File: config.mk
export PLATFORM = sky130hd
export DESIGN_NAME = bp_dma_channel_arbiter
export DESIGN_NICKNAME = d
export VERILOG_FILES = /design/src/rtl/bp_dma_channel_arbiter.sv
export SDC_FILE = /design/constraint.sdc
export NUM_CORES = 1
export LEC_CHECK = 0
export BUFFER_PORTS_ARGS = -buffer_cell sky130_fd_sc_hd__buf_2
export CAP_MARGIN = 15
export CORE_AREA = 2 2 317 319
export DETAILED_ROUTE_END_ITERATION = 6
export DIE_AREA = 0 0 319 321
export GPL_TIMING_DRIVEN = 0
export HOLD_SLACK_MARGIN = 0.02
export PLACE_DENSITY_LB_ADDON = 0.2
export RECOVER_POWER = 100
export SETUP_SLACK_MARGIN = 0.05
export SLEW_MARGIN = 25
export SYNTH_ARGS = -nofsm -noshare
export SYNTH_HDL_FRONTEND = slang
export SYNTH_SLANG_ARGS = --single-unit
File: constraint.sdc
create_clock -name clk_i -period 3.7 [get_ports clk_i]
set_input_delay 0 -clock clk_i [delete_from_list [all_inputs] [get_ports clk_i]]
set_output_delay 0 -clock clk_i [all_outputs]
set_load 0.01 [all_outputs]
File: src/rtl/bp_dma_channel_arbiter.sv
// rtl/bp_dma_channel_arbiter.sv - round-robin DMA channel arbiter with write-data lock and read-return order FIFO
module bp_dma_channel_arbiter #(
    parameter int num_req_p     = 4,
    parameter int daddr_width_p = 28,
    parameter int fill_width_p  = 64,
    parameter int block_width_p = 512,
    parameter int rd_fifo_els_p = 4
) (
    input  logic                                       clk_i,
    input  logic                                       reset_n_i,
    input  logic [num_req_p*(daddr_width_p+1)-1:0]     req_pkt_i,
    input  logic [num_req_p-1:0]                       req_pkt_v_i,
    output logic [num_req_p-1:0]                       req_pkt_ready_and_o,
    input  logic [num_req_p*fill_width_p-1:0]          req_data_i,
    input  logic [num_req_p-1:0]                       req_data_v_i,
    output logic [num_req_p-1:0]                       req_data_ready_and_o,
    output logic [num_req_p*fill_width_p-1:0]          req_data_o,
    output logic [num_req_p-1:0]                       req_data_v_o,
    input  logic [num_req_p-1:0]                       req_data_ready_and_i,
    output logic [daddr_width_p:0]                     dma_pkt_o,
    output logic                                       dma_pkt_v_o,
    input  logic                                       dma_pkt_ready_and_i,
    output logic [fill_width_p-1:0]                    dma_data_o,
    output logic                                       dma_data_v_o,
    input  logic                                       dma_data_ready_and_i,
    input  logic [fill_width_p-1:0]                    dma_data_i,
    input  logic                                       dma_data_v_i,
    output logic                                       dma_data_ready_and_o
);

    localparam int pkt_width_lp = daddr_width_p + 1;
    localparam int beats_lp     = block_width_p / fill_width_p;
    localparam int cnt_width_lp = (beats_lp > 1) ? $clog2(beats_lp) : 1;
    localparam int id_width_lp  = $clog2(num_req_p);
    localparam int ptr_width_lp = (rd_fifo_els_p > 1) ? $clog2(rd_fifo_els_p) : 1;
    localparam int occ_width_lp = $clog2(rd_fifo_els_p + 1);

    typedef enum logic {e_arb, e_wdata} state_e;

    state_e                  state_q, state_d;
    logic [id_width_lp-1:0]  rr_ptr_q, rr_ptr_d;
    logic [id_width_lp-1:0]  wr_owner_q, wr_owner_d;
    logic [cnt_width_lp-1:0] wr_cnt_q, wr_cnt_d;
    logic [cnt_width_lp-1:0] rd_cnt_q, rd_cnt_d;
    logic [ptr_width_lp-1:0] wr_ptr_q, wr_ptr_d;
    logic [ptr_width_lp-1:0] rd_ptr_q, rd_ptr_d;
    logic [occ_width_lp-1:0] occ_q, occ_d;
    logic [id_width_lp-1:0]  fifo_mem_q [rd_fifo_els_p];

    logic [num_req_p-1:0]    elig;
    logic [id_width_lp-1:0]  winner;
    logic [id_width_lp-1:0]  head_id;
    logic                    any_elig;
    logic                    winner_is_write;
    logic                    fifo_full, fifo_empty;
    logic                    pkt_hs, wbeat_hs, rbeat_hs;
    logic                    push, pop;
    logic                    wr_last, rd_last;
    int                      j;

    assign fifo_full  = (occ_q == occ_width_lp'(rd_fifo_els_p));
    assign fifo_empty = (occ_q == '0);

    // Reads are held off while the order FIFO cannot take another id.
    always_comb begin
        elig = '0;
        for (int i = 0; i < num_req_p; i++) begin
            elig[i] = (state_q == e_arb) && req_pkt_v_i[i]
                   && (req_pkt_i[i*pkt_width_lp + pkt_width_lp - 1] || !fifo_full);
        end
    end

    always_comb begin
        winner   = rr_ptr_q;
        any_elig = 1'b0;
        j        = 0;
        for (int k = 0; k < num_req_p; k++) begin
            j = int'(rr_ptr_q) + k;
            if (j >= num_req_p) j = j - num_req_p;
            if (!any_elig && elig[j]) begin
                any_elig = 1'b1;
                winner   = id_width_lp'(j);
            end
        end
    end

    assign dma_pkt_o       = req_pkt_i[winner*pkt_width_lp +: pkt_width_lp];
    assign winner_is_write = dma_pkt_o[pkt_width_lp-1];
    assign dma_pkt_v_o     = reset_n_i && any_elig;
    assign pkt_hs          = dma_pkt_v_o && dma_pkt_ready_and_i;

    always_comb begin
        req_pkt_ready_and_o = '0;
        if (reset_n_i && any_elig) req_pkt_ready_and_o[winner] = dma_pkt_ready_and_i;
    end

    assign dma_data_o   = req_data_i[wr_owner_q*fill_width_p +: fill_width_p];
    assign dma_data_v_o = reset_n_i && (state_q == e_wdata) && req_data_v_i[wr_owner_q];
    assign wbeat_hs     = dma_data_v_o && dma_data_ready_and_i;
    assign wr_last      = (wr_cnt_q == cnt_width_lp'(beats_lp - 1));

    always_comb begin
        req_data_ready_and_o = '0;
        if (reset_n_i && (state_q == e_wdata)) req_data_ready_and_o[wr_owner_q] = dma_data_ready_and_i;
    end

    // Read return follows the FIFO head regardless of the arbitration state.
    assign head_id              = fifo_mem_q[rd_ptr_q];
    assign req_data_o           = {num_req_p{dma_data_i}};
    assign dma_data_ready_and_o = reset_n_i && !fifo_empty && req_data_ready_and_i[head_id];
    assign rbeat_hs             = dma_data_v_i && dma_data_ready_and_o;
    assign rd_last              = (rd_cnt_q == cnt_width_lp'(beats_lp - 1));
    assign push                 = pkt_hs && !winner_is_write;
    assign pop                  = rbeat_hs && rd_last;

    always_comb begin
        req_data_v_o = '0;
        if (reset_n_i && !fifo_empty) req_data_v_o[head_id] = dma_data_v_i;
    end

    always_comb begin
        state_d    = state_q;
        rr_ptr_d   = rr_ptr_q;
        wr_owner_d = wr_owner_q;
        wr_cnt_d   = wr_cnt_q;
        rd_cnt_d   = rd_cnt_q;
        wr_ptr_d   = wr_ptr_q;
        rd_ptr_d   = rd_ptr_q;
        occ_d      = occ_q;
        if (pkt_hs) begin
            rr_ptr_d = (winner == id_width_lp'(num_req_p - 1)) ? '0 : winner + 1'b1;
            if (winner_is_write) begin
                wr_owner_d = winner;
                wr_cnt_d   = '0;
                state_d    = e_wdata;
            end else begin
                wr_ptr_d = (wr_ptr_q == ptr_width_lp'(rd_fifo_els_p - 1)) ? '0 : wr_ptr_q + 1'b1;
            end
        end
        if (wbeat_hs) begin
            if (wr_last) begin
                wr_cnt_d = '0;
                state_d  = e_arb;
            end else begin
                wr_cnt_d = wr_cnt_q + 1'b1;
            end
        end
        if (rbeat_hs) begin
            if (rd_last) begin
                rd_cnt_d = '0;
                rd_ptr_d = (rd_ptr_q == ptr_width_lp'(rd_fifo_els_p - 1)) ? '0 : rd_ptr_q + 1'b1;
            end else begin
                rd_cnt_d = rd_cnt_q + 1'b1;
            end
        end
        if (push && !pop) occ_d = occ_q + 1'b1;
        else if (pop && !push) occ_d = occ_q - 1'b1;
    end

    always_ff @(posedge clk_i or negedge reset_n_i) begin
        if (!reset_n_i) begin
            state_q    <= e_arb;
            rr_ptr_q   <= '0;
            wr_owner_q <= '0;
            wr_cnt_q   <= '0;
            rd_cnt_q   <= '0;
            wr_ptr_q   <= '0;
            rd_ptr_q   <= '0;
            occ_q      <= '0;
        end else begin
            state_q    <= state_d;
            rr_ptr_q   <= rr_ptr_d;
            wr_owner_q <= wr_owner_d;
            wr_cnt_q   <= wr_cnt_d;
            rd_cnt_q   <= rd_cnt_d;
            wr_ptr_q   <= wr_ptr_d;
            rd_ptr_q   <= rd_ptr_d;
            occ_q      <= occ_d;
        end
    end

    // Id storage needs no reset: entries are only read once the occupancy says they were written.
    always_ff @(posedge clk_i) begin
        if (push) fifo_mem_q[wr_ptr_q] <= winner;
    end

endmodule
---- Yosys cells after proc, flatten, opt, wreduce, memory -nomap -nowiden ----
Memories as Yosys holds them, arrays and structs flattened.
Index checks and enable logic that the tools add are counted.
storage, ports and cells
  bits in latches ......................... 0
  logic and storage cells ................. 150
  bits in writable memories ............... 8
  register bits after elaboration ......... 18
  input port bits ......................... 453
  memory bits (read-only) ................. 0
  memories ................................ 1
  output and inout port bits .............. 364
cells by class
  $mul .................................... 1
  shift operators ......................... 2
  reduce and logical (&&, ||, !) cells .... 46
  equal/unequal tests ..................... 6
  bitwise logic cells ..................... 5
  mux-type cells .......................... 53
  order comparisons ....................... 14
  div/mod/pow operators ................... 0
  add/subtract/negate cells ............... 14
memories
  memory      depth  width  rd ports  clocked after memory_dff  wr ports  RTL line  text
  fifo_mem_q  4      2      1         0                         1         48        logic [id_width_lp-1:0] fifo_mem_q [rd_fifo_els_p];
operators by type and width
  operator                                                      number
  indexed part select 256 x 9 -> 64 bit                         1
  less-than comparator 32 x 4 -> 1 bit (second input constant)  4
  two-way mux 32 bit                                            4
  indexed part select 116 x 8 -> 29 bit                         1
  logical AND 1 bit                                             26
  two-way mux 1 bit                                             23
  two-way mux 3 bit                                             7
  two-way mux 2 bit                                             7
  AND 4 bit                                                     3
  binary-select mux 1 bit (select 2 bit)                        6
  two-way mux 4 bit                                             3
  subtractor 3 x 3 -> 4 bit (second input constant)             3
  adder 3 x 1 -> 3 bit (second input constant)                  3
  == test 3 bit (second input constant)                         3
  >= comparator 3 bit (second input constant)                   3
  less-than comparator 2 x 3 -> 1 bit (second input constant)   3
  logical NOT 1 bit                                             8
  AND reduction 2 bit                                           4
  multiplier 2 x 5 -> 7 bit (second input constant)             1
  adder 2 x 1 -> 2 bit (second input constant)                  3
  adder 2 x 2 -> 3 bit (second input constant)                  2
  demux 1 bit (select 2 bit)                                    3
  == test 2 bit (second input constant)                         3
  >= comparator 2 x 1 -> 1 bit (second input constant)          3
  8 further kinds                                               14

---- Longest topological paths before layout ----
Gate-level depths: netlist of the first run.
  depth in word-level cells ............... 25
  gate-level depth with buffers ........... 13
  depth with buffers taken out ............ 12

---- Least setup slack after synthesis of the first run ----
No wires, ideal clock.
  path type ............................... register to register
  start ................................... register occ_q[1]
  end ..................................... register occ_q[1]
  clock period less this slack ............ 3.038 ns
  arrival time ............................ 2.913 ns
  stages on the path, launching flop included .. 12
  setup slack ............................. 0.662 ns
  setup time .............................. 0.125 ns
  required time ........................... 3.575 ns
  buffers on the path ..................... 1
  cell sequence ........................... dfrtp_1 -> or4b_4 -> nand3b_1 -> nand3b_1 -> and3_1 -> buf_2 -> nor2b_4 -> a22o_4 -> ha_1 -> inv_1 -> fa_1 -> mux2_2
between the ends
  elaborated cells between the ends (all ways) .. 57
  those cells by class .................... add/sub (2); mul (1); eq/ne (1); shift (1); mux (22); reduce/logical (30)
RTL lines
  what                                                  RTL line  text
  start, declared                                       47        logic [occ_width_lp-1:0] occ_q, occ_d;
  start signal, assigned                                169       occ_q <= '0;
  start signal, assigned                                178       occ_q <= occ_d;
  == test 3 bit (*)                                     61        assign fifo_full = (occ_q == occ_width_lp'(rd_fifo_els_p));
  logical NOT 1 bit (*)                                 69        && (req_pkt_i[i*pkt_width_lp + pkt_width_lp - 1] || !fifo_full);
  logical OR 1 bit                                      69
  logical AND 1 bit                                     69
  binary-select mux 1 bit (select 2 bit)                80        if (!any_elig && elig[j]) begin
  two-way mux 1 bit (not written as such) (2 in a row)  80
  two-way mux 1 bit                                     80
  logical NOT 1 bit                                     80
  (+8 left out)                                         n/a
  multiplier 2 x 5 -> 7 bit                             87        assign dma_pkt_o = req_pkt_i[winner*pkt_width_lp +: pkt_width_lp];
  indexed part select 116 x 8 -> 29 bit                 87
  logical NOT 1 bit                                     113       assign push = pkt_hs && !winner_is_write;
  logical AND 1 bit (*)                                 113
  via push                                              57        logic push, pop;
  logical AND 1 bit (*)                                 156       if (push && !pop) occ_d = occ_q + 1'b1;
  two-way mux 3 bit (*)                                 156
  via occ_d[1]                                          47
Mark *: on every way through the listed nets, which the timed path passes. The rest lies on a longest branch. The select of a mux whose other input is x is not followed.
A chain may end at the register's enable or synchronous reset.

---- Worst setup path in the final report of the first run ----
  start ................................... register occ_q[1]
  end ..................................... output port dma_pkt_o[27]
between the ends
  word-level cells in the longest chain between the ends .. 19
  elaborated cells between the ends (all ways) .. 37
  those cells by class .................... mul (1); eq/ne (1); shift (1); mux (19); reduce/logical (15)
ends and longest elaborated chain
  what                                                  RTL line  text
  == test 3 bit (*)                                     61
  logical NOT 1 bit (*)                                 69
  logical OR 1 bit                                      69
  logical AND 1 bit                                     69
  binary-select mux 1 bit (select 2 bit)                80
  two-way mux 1 bit (not written as such) (2 in a row)  80
  two-way mux 1 bit                                     80
  logical NOT 1 bit                                     80
  (+3 left out)                                         n/a
  logical AND 1 bit                                     80
  two-way mux 1 bit                                     80
  logical NOT 1 bit                                     80
  logical AND 1 bit                                     80
  two-way mux 2 bit (*)                                 80
  via winner[1]                                         51        logic [id_width_lp-1:0] winner;
  multiplier 2 x 5 -> 7 bit (*)                         87
  indexed part select 116 x 8 -> 29 bit (*)             87
  end, declared                                         20        output logic [daddr_width_p:0] dma_pkt_o,
Marks and branches as above.

==> results.json, run 1 <==
{
  "maxSlewViolCount": 0,
  "cts_max_level": 1,
  "hold_viol": 0,
  "layoutNonFillerInstCount": 2709,
  "final_common_cell": "buf_2",
  "cp_num_buf_inv": 4,
  "slew_headroom_pct": 35.3,
  "grt_pass1_vias": 7573,
  "dp.cells": 2694,
  "maxCapViolations": 0,
  "areaGrowthSynthToFinish_pct": 85.5,
  "grt.total_usage_pct": 7.65,
  "synth_cell_types": 50,
  "path_clk_slew_ns": 0.07,
  "nNetsFinal": 1870,
  "cts.sinks": 26,
  "dp_slack_ns": 0.0259,
  "utilization_pct": 11.2,
  "start_kind": "flip-flop",
  "grt_pass1_wl_um": 56200,
  "drcViolationCount": 0,
  "root_buffer": "clkbuf_16",
  "cp_cell_sequence": "or3b_1 -> o21ai_2 -> a31oi_1 -> a32o_4 -> inv_1 -> buf_2 -> buf_2 -> nand2_1 -> a31oi_1 -> clkbuf_2",
  "ys_warn_count": 0,
  "p_sw_mw": 2.94,
  "cts-buffers-inserted": 3,
  "antenna_found_initial": 24,
  "grt_start_max_net_pins": 25,
  "endpoint_kind": "output pin",
  "synth_edf_count": 8,
  "crit_type": "flip-flop to output pin",
  "ant_nets": 0,
  "pwr-share-seq_pct": 9.3,
  "rsz0062_at_grt": "false",
  "path_max_fanout": 15,
  "critPathRequiredTime_ns": 3.70,
  "gp_congestion": 0.750,
  "chipHeight_um": 321,
  "core_area_sq_um": 99300,
  "finalCriticalPeriod_ns": 3.54,
  "vias": 7541,
  "p_clk_share_pct": 5.9,
  "tightest_slew_ns": 0.970,
  "period_share_pct": 95.6,
  "async_flop_share_pct": 69.2,
  "ys_ff_latch": 26,
  "power_density_nw_per_um2": 493,
  "netlist_area_sq_um": 5990,
  "cpLargestDelayFamily": "compound AO/OA/AOI/OAI gates",
  "p_leak_nw": 4.75,
  "cp_slowest_stage_delay_ns": 0.49,
  "globalRoute.totalOverflow": 0,
  "synthCells": 644,
  "intPower_mw": 2.54,
  "p_total_mw": 5.48,
  "setup_viol": 0,
  "netSwitchingFraction_pct": 53.7,
  "syn-num-nets": 1112,
  "synthFlopType": "dfrtp_1",
  "ios": 817,
  "via_per_inst": 2.78,
  "ys_seq_area_share_pct": 11.5,
  "routed_wl_um": 43200,
  "cts.path.max_buffers": 2,
  "outcome": "finished clean",
  "clk_latency_ns": 0.26,
  "hold_class": "input port to output pin",
  "die-area_sq_um": 102000,
  "ff2ff_setup_slack_ns": 0.25,
  "drive_gt1_share_pct": 54.4,
  "layout_common_cells": "410 x buf_2, 372 x clkbuf_1, 256 x buf_4",
  "rows": 116,
  "tns_ns": 0,
  "placed_cell_area_sq_um": 11400,
  "max_freq_mhz": 283,
  "fin_area_sq_um": 11100,
  "initialDrtViolationCount": 187,
  "die_w_um": 319,
  "start_util_pct": 6.04,
  "avgSynthCellArea_sq_um": 9.30,
  "power_frac_comb_pct": 84.8,
  "dr.pass1.iters": 4,
  "io_buffer_count": 752,
  "whs_ns": 0.208,
  "wl_per_cell_um": 15.9,
  "setup_slack_ns": 0.164,
  "dp_hpwl_um": 39500,
  "crit_arrival_ns": 3.54,
  "cp_slowest_cell": "dfrtp_2",
  "cts_tree": "built",
  "finClkSkew_ns": 0.00588,
  "ir_worst_vdd_uv": 433
}
## routing by layer
layer  vias up  track usage, %  routed length, um
met5         -               0                 73
met3        45            1.62               3060
met2       464            14.2              22400
met4        12            2.84               1380
met1      3445            8.51              16200
li1       3575               -                  -
## sequential cells by signal, indices dropped and copies added, names as in the netlist
register,cells
wr_owner_q,2
wr_cnt_q,3
fifo_mem_q,8
state_q,1
wr_ptr_q,2
rd_cnt_q,3
occ_q,3
rr_ptr_q,2
rd_ptr_q,2
## cell usage after synthesis (2+ instances only)
library cell | n | area (sq um)
buf_4 | 256 | 1920
mux4_2 | 67 | 1510
nand2_1 | 67 | 251
a31oi_1 | 29 | 181
and2_1 | 29 | 181
a211oi_1 | 28 | 210
clkbuf_1 | 19 | 71.3
dfrtp_1 | 18 | 450
ha_1 | 14 | 175
buf_2 | 10 | 50.1
nor2_1 | 10 | 37.5
and2_0 | 9 | 56.3
edfxtp_1 | 8 | 240
inv_1 | 7 | 26.3
buf_1 | 6 | 22.5
mux2_2 | 5 | 56.3
nor3_1 | 4 | 20.0
o21ai_0 | 4 | 20.0
o21ai_1 | 4 | 20.0
and3_1 | 3 | 18.8
mux2_4 | 3 | 45.0
nand2b_1 | 3 | 18.8
nand3_1 | 3 | 15.0
nor3b_1 | 3 | 22.5
a21o_1 | 2 | 15.0
a2bb2oi_1 | 2 | 17.5
mux2i_1 | 2 | 20.0
mux2i_2 | 2 | 27.5
nand3b_1 | 2 | 15.0
nor4b_2 | 2 | 30.0
o311a_1 | 2 | 20.0
or3_1 | 2 | 12.5
xor2_1 | 2 | 17.5
## path summary, 6_finish.rpt
check / cells after the start / end / from
min in group asynchronous: 2 / rd_ptr_q[0] / reset_n_i
max in group asynchronous: 2 / occ_q[0] / reset_n_i
setup / recovery: 10 / dma_pkt_o[27] / occ_q[1]
hold reg to reg: 1 / rd_cnt_q[0] / rd_cnt_q[0]
hold / removal: 2 / req_data_o[3] / dma_data_i[3]
setup reg to reg: 12 / occ_q[2] / occ_q[1]
## power groups by stage
stage	combinational, mW	clock (mW)	sequential (mW)
global route	5.07	0.347	0.530
finish	4.65	0.321	0.511
detailed placement	4.91	0	0.512
global placement	5.00	0	0.517
CTS	4.93	0.334	0.508
floorplan	2.87	0	0.481
## kinds of logic after synthesis
| group | count (synthesis) | share of synthesized area, % |
|---|---|---|
| fa+ha+maj | 15 | 3.26 |
| xor+xnor | 3 | 0.439 |
| flops | 26 | 11.5 |
| simple gates | 141 | 12.0 |
| mux | 79 | 27.7 |
| compound gates | 81 | 10.1 |
| buf+inv | 299 | 35.0 |
## cell type report
class	count	area (sq um)
Antenna cell	10	25.0
Buffer	291	2070
Clock buffer	3	75.1
Clock inverter	1	30.0
Fill cell	11800	88200
Inverter	8	30.0
Multi-Input combinational cell	319	3230
Sequential cell	26	693
Tap cell	1298	1620
Timing Repair Buffer	753	3340
## what timing repair did
action	in CTS	in global routing
setup buffers	0	0
gates resized for setup	1	11
setup endpoints to repair	2	7
endpoints found under the hold margin	18	0
hold buffers	1	0
Power figures use the tool's default switching activity.
==> run 2: changes to the inputs <==
Clock period 3.7 ns to 4.1 ns, I/O delays scaled along.
==> run 2 against run 1 <==
Critical path depth unchanged. Sequential cell count unchanged. Sequential share of layout area barely moved. Final cell count is the same. Combinational power decreased by 11%. Sequential power down 11%. Utilization is 0.054 points lower. Critical path type unchanged.
==> results.json, run 2 (synthesis results as in run 1) <==
{
  "cts_hold_buf": 1,
  "hold_viol": 0,
  "die_w_um": 319,
  "path_clk_slew_ns": 0.07,
  "wl_per_cell_um": 15.9,
  "maxUsedRoutingLayer": "met5",
  "critPathRequiredTime_ns": 4.10,
  "die-area_sq_um": 102000,
  "root_buffer": "clkbuf_16",
  "rsz0062_at_grt": "false",
  "path_max_fanout": 15,
  "tightest_slew_ns": 1.36,
  "grt_pass1_vias": 7573,
  "regMostFlops": "fifo_mem_q",
  "cp_cell_sequence": "or3b_1 -> o21ai_2 -> a31oi_1 -> a32o_2 -> inv_1 -> clkbuf_1 -> buf_2 -> nand2_1 -> a31oi_1 -> clkbuf_1",
  "layout_common_cells": "405 x buf_2, 381 x clkbuf_1, 256 x buf_4",
  "routed_wl_um": 43200,
  "grt_start_max_net_pins": 25,
  "max_freq_mhz": 261,
  "hold_class": "input port to output pin",
  "clk_latency_ns": 0.26,
  "setup_viol": 0,
  "ir_worst_vdd_uv": 383,
  "areaGrowthSynthToFinish_pct": 84.6,
  "layoutNonFillerInstCount": 2709,
  "antenna_found_initial": 24,
  "ios": 817,
  "power_density_nw_per_um2": 442,
  "crit_arrival_ns": 3.84,
  "crit_type": "flip-flop to output pin",
  "maxSlewViolCount": 0,
  "start_util_pct": 6.04,
  "nNetsFinal": 1870,
  "initialDrtViolationCount": 182,
  "cts.path.max_buffers": 2,
  "gp_congestion": 0.750,
  "cts-buffers-inserted": 3,
  "cts.sinks": 26,
  "cts_tree": "built",
  "reg2reg_from": "occ_q[1]",
  "final_common_cell": "buf_2",
  "met2_length_um": 22400,
  "finalCriticalPeriod_ns": 3.84,
  "globalRoute.totalOverflow": 0,
  "dp_hpwl_um": 39500,
  "drive_gt1_share_pct": 53.5,
  "period_share_pct": 93.6,
  "largest_reg_flops": 8,
  "grt.total_usage_pct": 7.65,
  "start_kind": "flip-flop",
  "hp-start": "dma_data_i[3]",
  "grt_pass1_wl_um": 56200,
  "io_buffer_count": 752,
  "maxCapViolations": 0,
  "vias": 7519,
  "cts_max_level": 1,
  "dr_wl_met3_um": 3030,
  "finClkSkew_ns": 0.00585,
  "p_leak_nw": 4.72,
  "num-fill-cells": 11800,
  "via_per_inst": 2.78,
  "drcViolationCount": 0,
  "core_area_sq_um": 99300,
  "dr.pass1.iters": 4,
  "tns_ns": 0,
  "ant_nets": 0,
  "dp.cells": 2694,
  "cpLargestDelayFamily": "buffers and inverters",
  "outcome": "finished clean",
  "crit_start": "occ_q[1]",
  "rows": 116,
  "met1Wirelength_um": 16300,
  "cp_slowest_stage_delay_ns": 0.53,
  "slew_headroom_pct": 9.25,
  "cp_slowest_cell": "clkbuf_1",
  "cp_num_buf_inv": 4,
  "endpoint_kind": "output pin",
  "chipHeight_um": 321,
  "cts_resized": 0,
  "cts_setup_buffers": 0
}
## run 2: metrics by stage
| stage | hold slack [ns] | util (%) | worst slack, ns | area, sq um | power [mW] |
|---|---|---|---|---|---|
| floorplan | -0.296 | - | 1.06 | 5990 | 3.02 |
| global placement | 0.0345 | 11.5 | 0.424 | 11400 | 4.98 |
| detailed placement | 0.0352 | 11.5 | 0.426 | 11400 | 4.89 |
| CTS | 0.184 | 11.6 | 0.404 | 11500 | 5.21 |
| global route | 0.212 | 11.1 | 0.139 | 11100 | 5.31 |
| finish | 0.208 | 11.1 | 0.262 | 11100 | 4.89 |
## run 2: path summary, 6_finish.rpt
path | to | slack [ns] | cells after the start
min in group asynchronous | rd_ptr_q[0] | 0.57 | 2
max | dma_pkt_o[27] | 0.26 | 10
min | req_data_o[3] | 0.21 | 2
min reg2reg | rd_cnt_q[0] | 0.52 | 1
max reg2reg | occ_q[2] | 0.38 | 11
max in group asynchronous | wr_cnt_q[0] | 2.73 | 2
## run 2: where the power goes
group          switching, mW  leakage, nW  internal, mW
combinational           2.46         4.38          1.69
clock                 0.0943       0.0512         0.194
sequential            0.0941        0.293         0.361
total                   2.65         4.72          2.24
## run 2: cell type report
class | count | area (sq um) | share of cell area (%)
flip-flops and latches | 26 | 691 | 6.24
multi-input cells | 319 | 3190 | 28.9
plain buffers | 291 | 2060 | 18.7
well taps | 1298 | 1620 | 14.7
clock inverters | 1 | 30.0 | 0.271
diodes | 10 | 25.0 | 0.226
repair buffers | 753 | 3330 | 30.1
inverters | 8 | 30.0 | 0.271
clock buffers | 3 | 75.1 | 0.679
## run 2: metal layers
layer  global-route usage, %  up-vias
met2                    14.2      458
met3                    1.62       45
met1                    8.51     3430
met4                    2.84       12
li1                        -     3574
met5                       0        -
==> run 3: changes to the inputs <==
Settings changed: CORE_AREA 2 2 317 319 to 2 2 321 323, DIE_AREA 0 0 319 321 to 0 0 323 325.
==> run 3 against run 2 <==
Clock skew down 0.0028 ns. Global-route usage up 0.089 points. Register-to-register slack better by 0.25 ns. Combinational power up 3%. Via count up 1.9%. Count of clock-buffer cells in the layout unchanged. Critical path depth down 2. Non-clock buffer count up 1. Die area up 2.5%. Sequential power about the same.
==> results.json, run 3 (synthesis results as in run 1) <==
{
  "outcome": "finished clean",
  "maxSlewViolCount": 0,
  "die-area_sq_um": 105000,
  "final_common_cell": "buf_2",
  "p_leak_nw": 4.73,
  "path_clk_slew_ns": 0.07,
  "setup_slack_ns": 0.309,
  "cts_resized": 0,
  "power_density_nw_per_um2": 451,
  "period_share_pct": 92.5,
  "ios": 817,
  "largest_reg_flops": 8,
  "antenna_found_initial": 20,
  "cp_num_buf_inv": 3,
  "ant_nets": 0,
  "p_sw_mw": 2.76,
  "drcViolationCount": 0,
  "drive_gt1_share_pct": 53.8,
  "hold_depth": 3,
  "grt_start_max_net_pins": 25,
  "fin_area_sq_um": 11100,
  "cp_cell_sequence": "or4b_4 -> nand3b_1 -> a32o_2 -> clkbuf_1 -> clkbuf_1 -> nand2_1 -> a31oi_1 -> clkbuf_1",
  "max_freq_mhz": 264,
  "cts.sinks": 26,
  "crit_top_cell": "clkbuf_1",
  "netSwitchingFraction_pct": 54.9,
  "setup_viol": 0,
  "multiInputGateArea_sq_um": 3190,
  "p_clk_share_pct": 5.8,
  "cts_max_level": 1,
  "root_buffer": "clkbuf_16",
  "io_buffer_count": 752,
  "areaGrowthSynthToFinish_pct": 86.0,
  "intPower_mw": 2.27,
  "cp_slowest_cell": "clkbuf_1",
  "tns_ns": 0,
  "num-fill-cells": 12100,
  "wl_per_cell_um": 16.0,
  "power_frac_comb_pct": 85.2,
  "cts.path.max_buffers": 2,
  "crit_arrival_ns": 3.79,
  "nNetsFinal": 1871,
  "crit_start": "occ_q[0]",
  "hold_viol": 0,
  "grt_pass1_vias": 7663,
  "layout_common_cells": "409 x buf_2, 378 x clkbuf_1, 256 x buf_4",
  "cts-buffers-inserted": 3,
  "rows": 117,
  "reg2reg_depth": 11,
  "critPathRequiredTime_ns": 4.10,
  "clk_latency_ns": 0.26,
  "chipHeight_um": 325,
  "vias": 7662,
  "hp-start": "req_pkt_i[115]",
  "regMostFlops": "fifo_mem_q",
  "placed_cell_area_sq_um": 11500,
  "start_kind": "flip-flop",
  "finClkSkew_ns": 0.00305,
  "die_w_um": 323,
  "dp_hpwl_um": 40500,
  "globalRoute.totalOverflow": 0,
  "grt_pass1_wl_um": 57600,
  "regArea_sq_um": 691,
  "path_max_fanout": 11,
  "cts_tree": "built",
  "endpoint_kind": "output pin",
  "cpLargestDelayFamily": "buffers and inverters",
  "ir_worst_vdd_uv": 261,
  "tightest_slew_ns": 1.43,
  "finalCriticalPeriod_ns": 3.79,
  "gp_congestion": 0.836,
  "pwr-share-seq_pct": 9.0,
  "slew_headroom_pct": 4.45,
  "cp.depth": 8,
  "crit_type": "flip-flop to output pin",
  "start_util_pct": 5.91,
  "rsz0062_at_grt": "false",
  "maxCapViolations": 0,
  "grt.total_usage_pct": 7.74,
  "cp_slowest_stage_delay_ns": 0.68,
  "hold_class": "input port to flip-flop",
  "reg2reg_from": "occ_q[0]",
  "initialDrtViolationCount": 199,
  "dp_slack_ns": 0.512,
  "via_per_inst": 2.76,
  "core_area_sq_um": 101000,
  "dr.pass1.iters": 4,
  "routed_wl_um": 44400
}
[run 3: cell count changes in the layout (fill, tap and decap cells not counted), moves of 3 or more]
| cell | previous run | this run |
|---|---|---|
| o21ai_0 | 4 | 8 |
| o21ai_1 | 4 | 0 |
| clkbuf_1 | 381 | 378 |
| buf_2 | 405 | 409 |
| diode_2 | 10 | 7 |
[run 3: repair_timing]
action | 4_1_cts | 5_1_grt
setup buffers | 0 | 0
endpoints found under the setup margin | 0 | 0
endpoints found under the hold margin | 18 | 0
hold buffers | 1 | 0
[run 3: path summary, 6_finish.rpt]
kind                                  to  slack (ns)
setup / recovery           dma_pkt_o[24]        0.31
hold / removal             wr_owner_q[0]        0.20
setup reg to reg                occ_q[2]        0.63
hold reg to reg              rd_cnt_q[2]        0.51
max in group asynchronous        state_q        2.65
min in group asynchronous    rd_cnt_q[2]        0.61
[run 3: layout make-up]
class | count | share of cell area (%)
Timing Repair Buffer | 754 | 30.0
Multi-Input combinational cell | 319 | 28.6
Buffer | 291 | 18.5
Tap cell | 1368 | 15.4
Sequential cell | 26 | 6.20
Clock buffer | 3 | 0.674
Clock inverter | 1 | 0.269
Inverter | 8 | 0.269
Antenna cell | 7 | 0.157
[run 3: through the flow]
| step | total power, mW | utilization [%] | hold slack (ns) | instances |
|---|---|---|---|---|
| after detailed placement | 5.05 | 11.3 | 0.0476 | 2764 |
| after global placement | 5.12 | 11.3 | 0.0686 | 2764 |
| after global routing | 5.46 | 11.0 | 0.213 | 2774 |
| final | 5.02 | 11.0 | 0.198 | 2777 |
| after CTS | 5.37 | 11.4 | 0.184 | 2769 |
| after floorplan | 3.02 | - | -0.296 | 644 |
[run 3: power groups by stage]
stage,combinational [mW],clock (mW),sequential (mW)
after floorplan,2.59,0,0.434
after global placement,4.66,0,0.461
after detailed placement,4.59,0,0.459
after CTS,4.61,0.302,0.454
after global routing,4.68,0.312,0.468
final,4.28,0.290,0.452
[run 3: layer usage]
layer	track usage, %	routed length [um]
met1	8.85	17300
met2	13.8	21900
met3	1.92	3760
met4	2.66	1460
met5	0	46
[run 3: worst min-delay path: stages]
cell and delay (ns):
buf_2 0.11, mux2i_2 0.13, o21ai_0 0.19
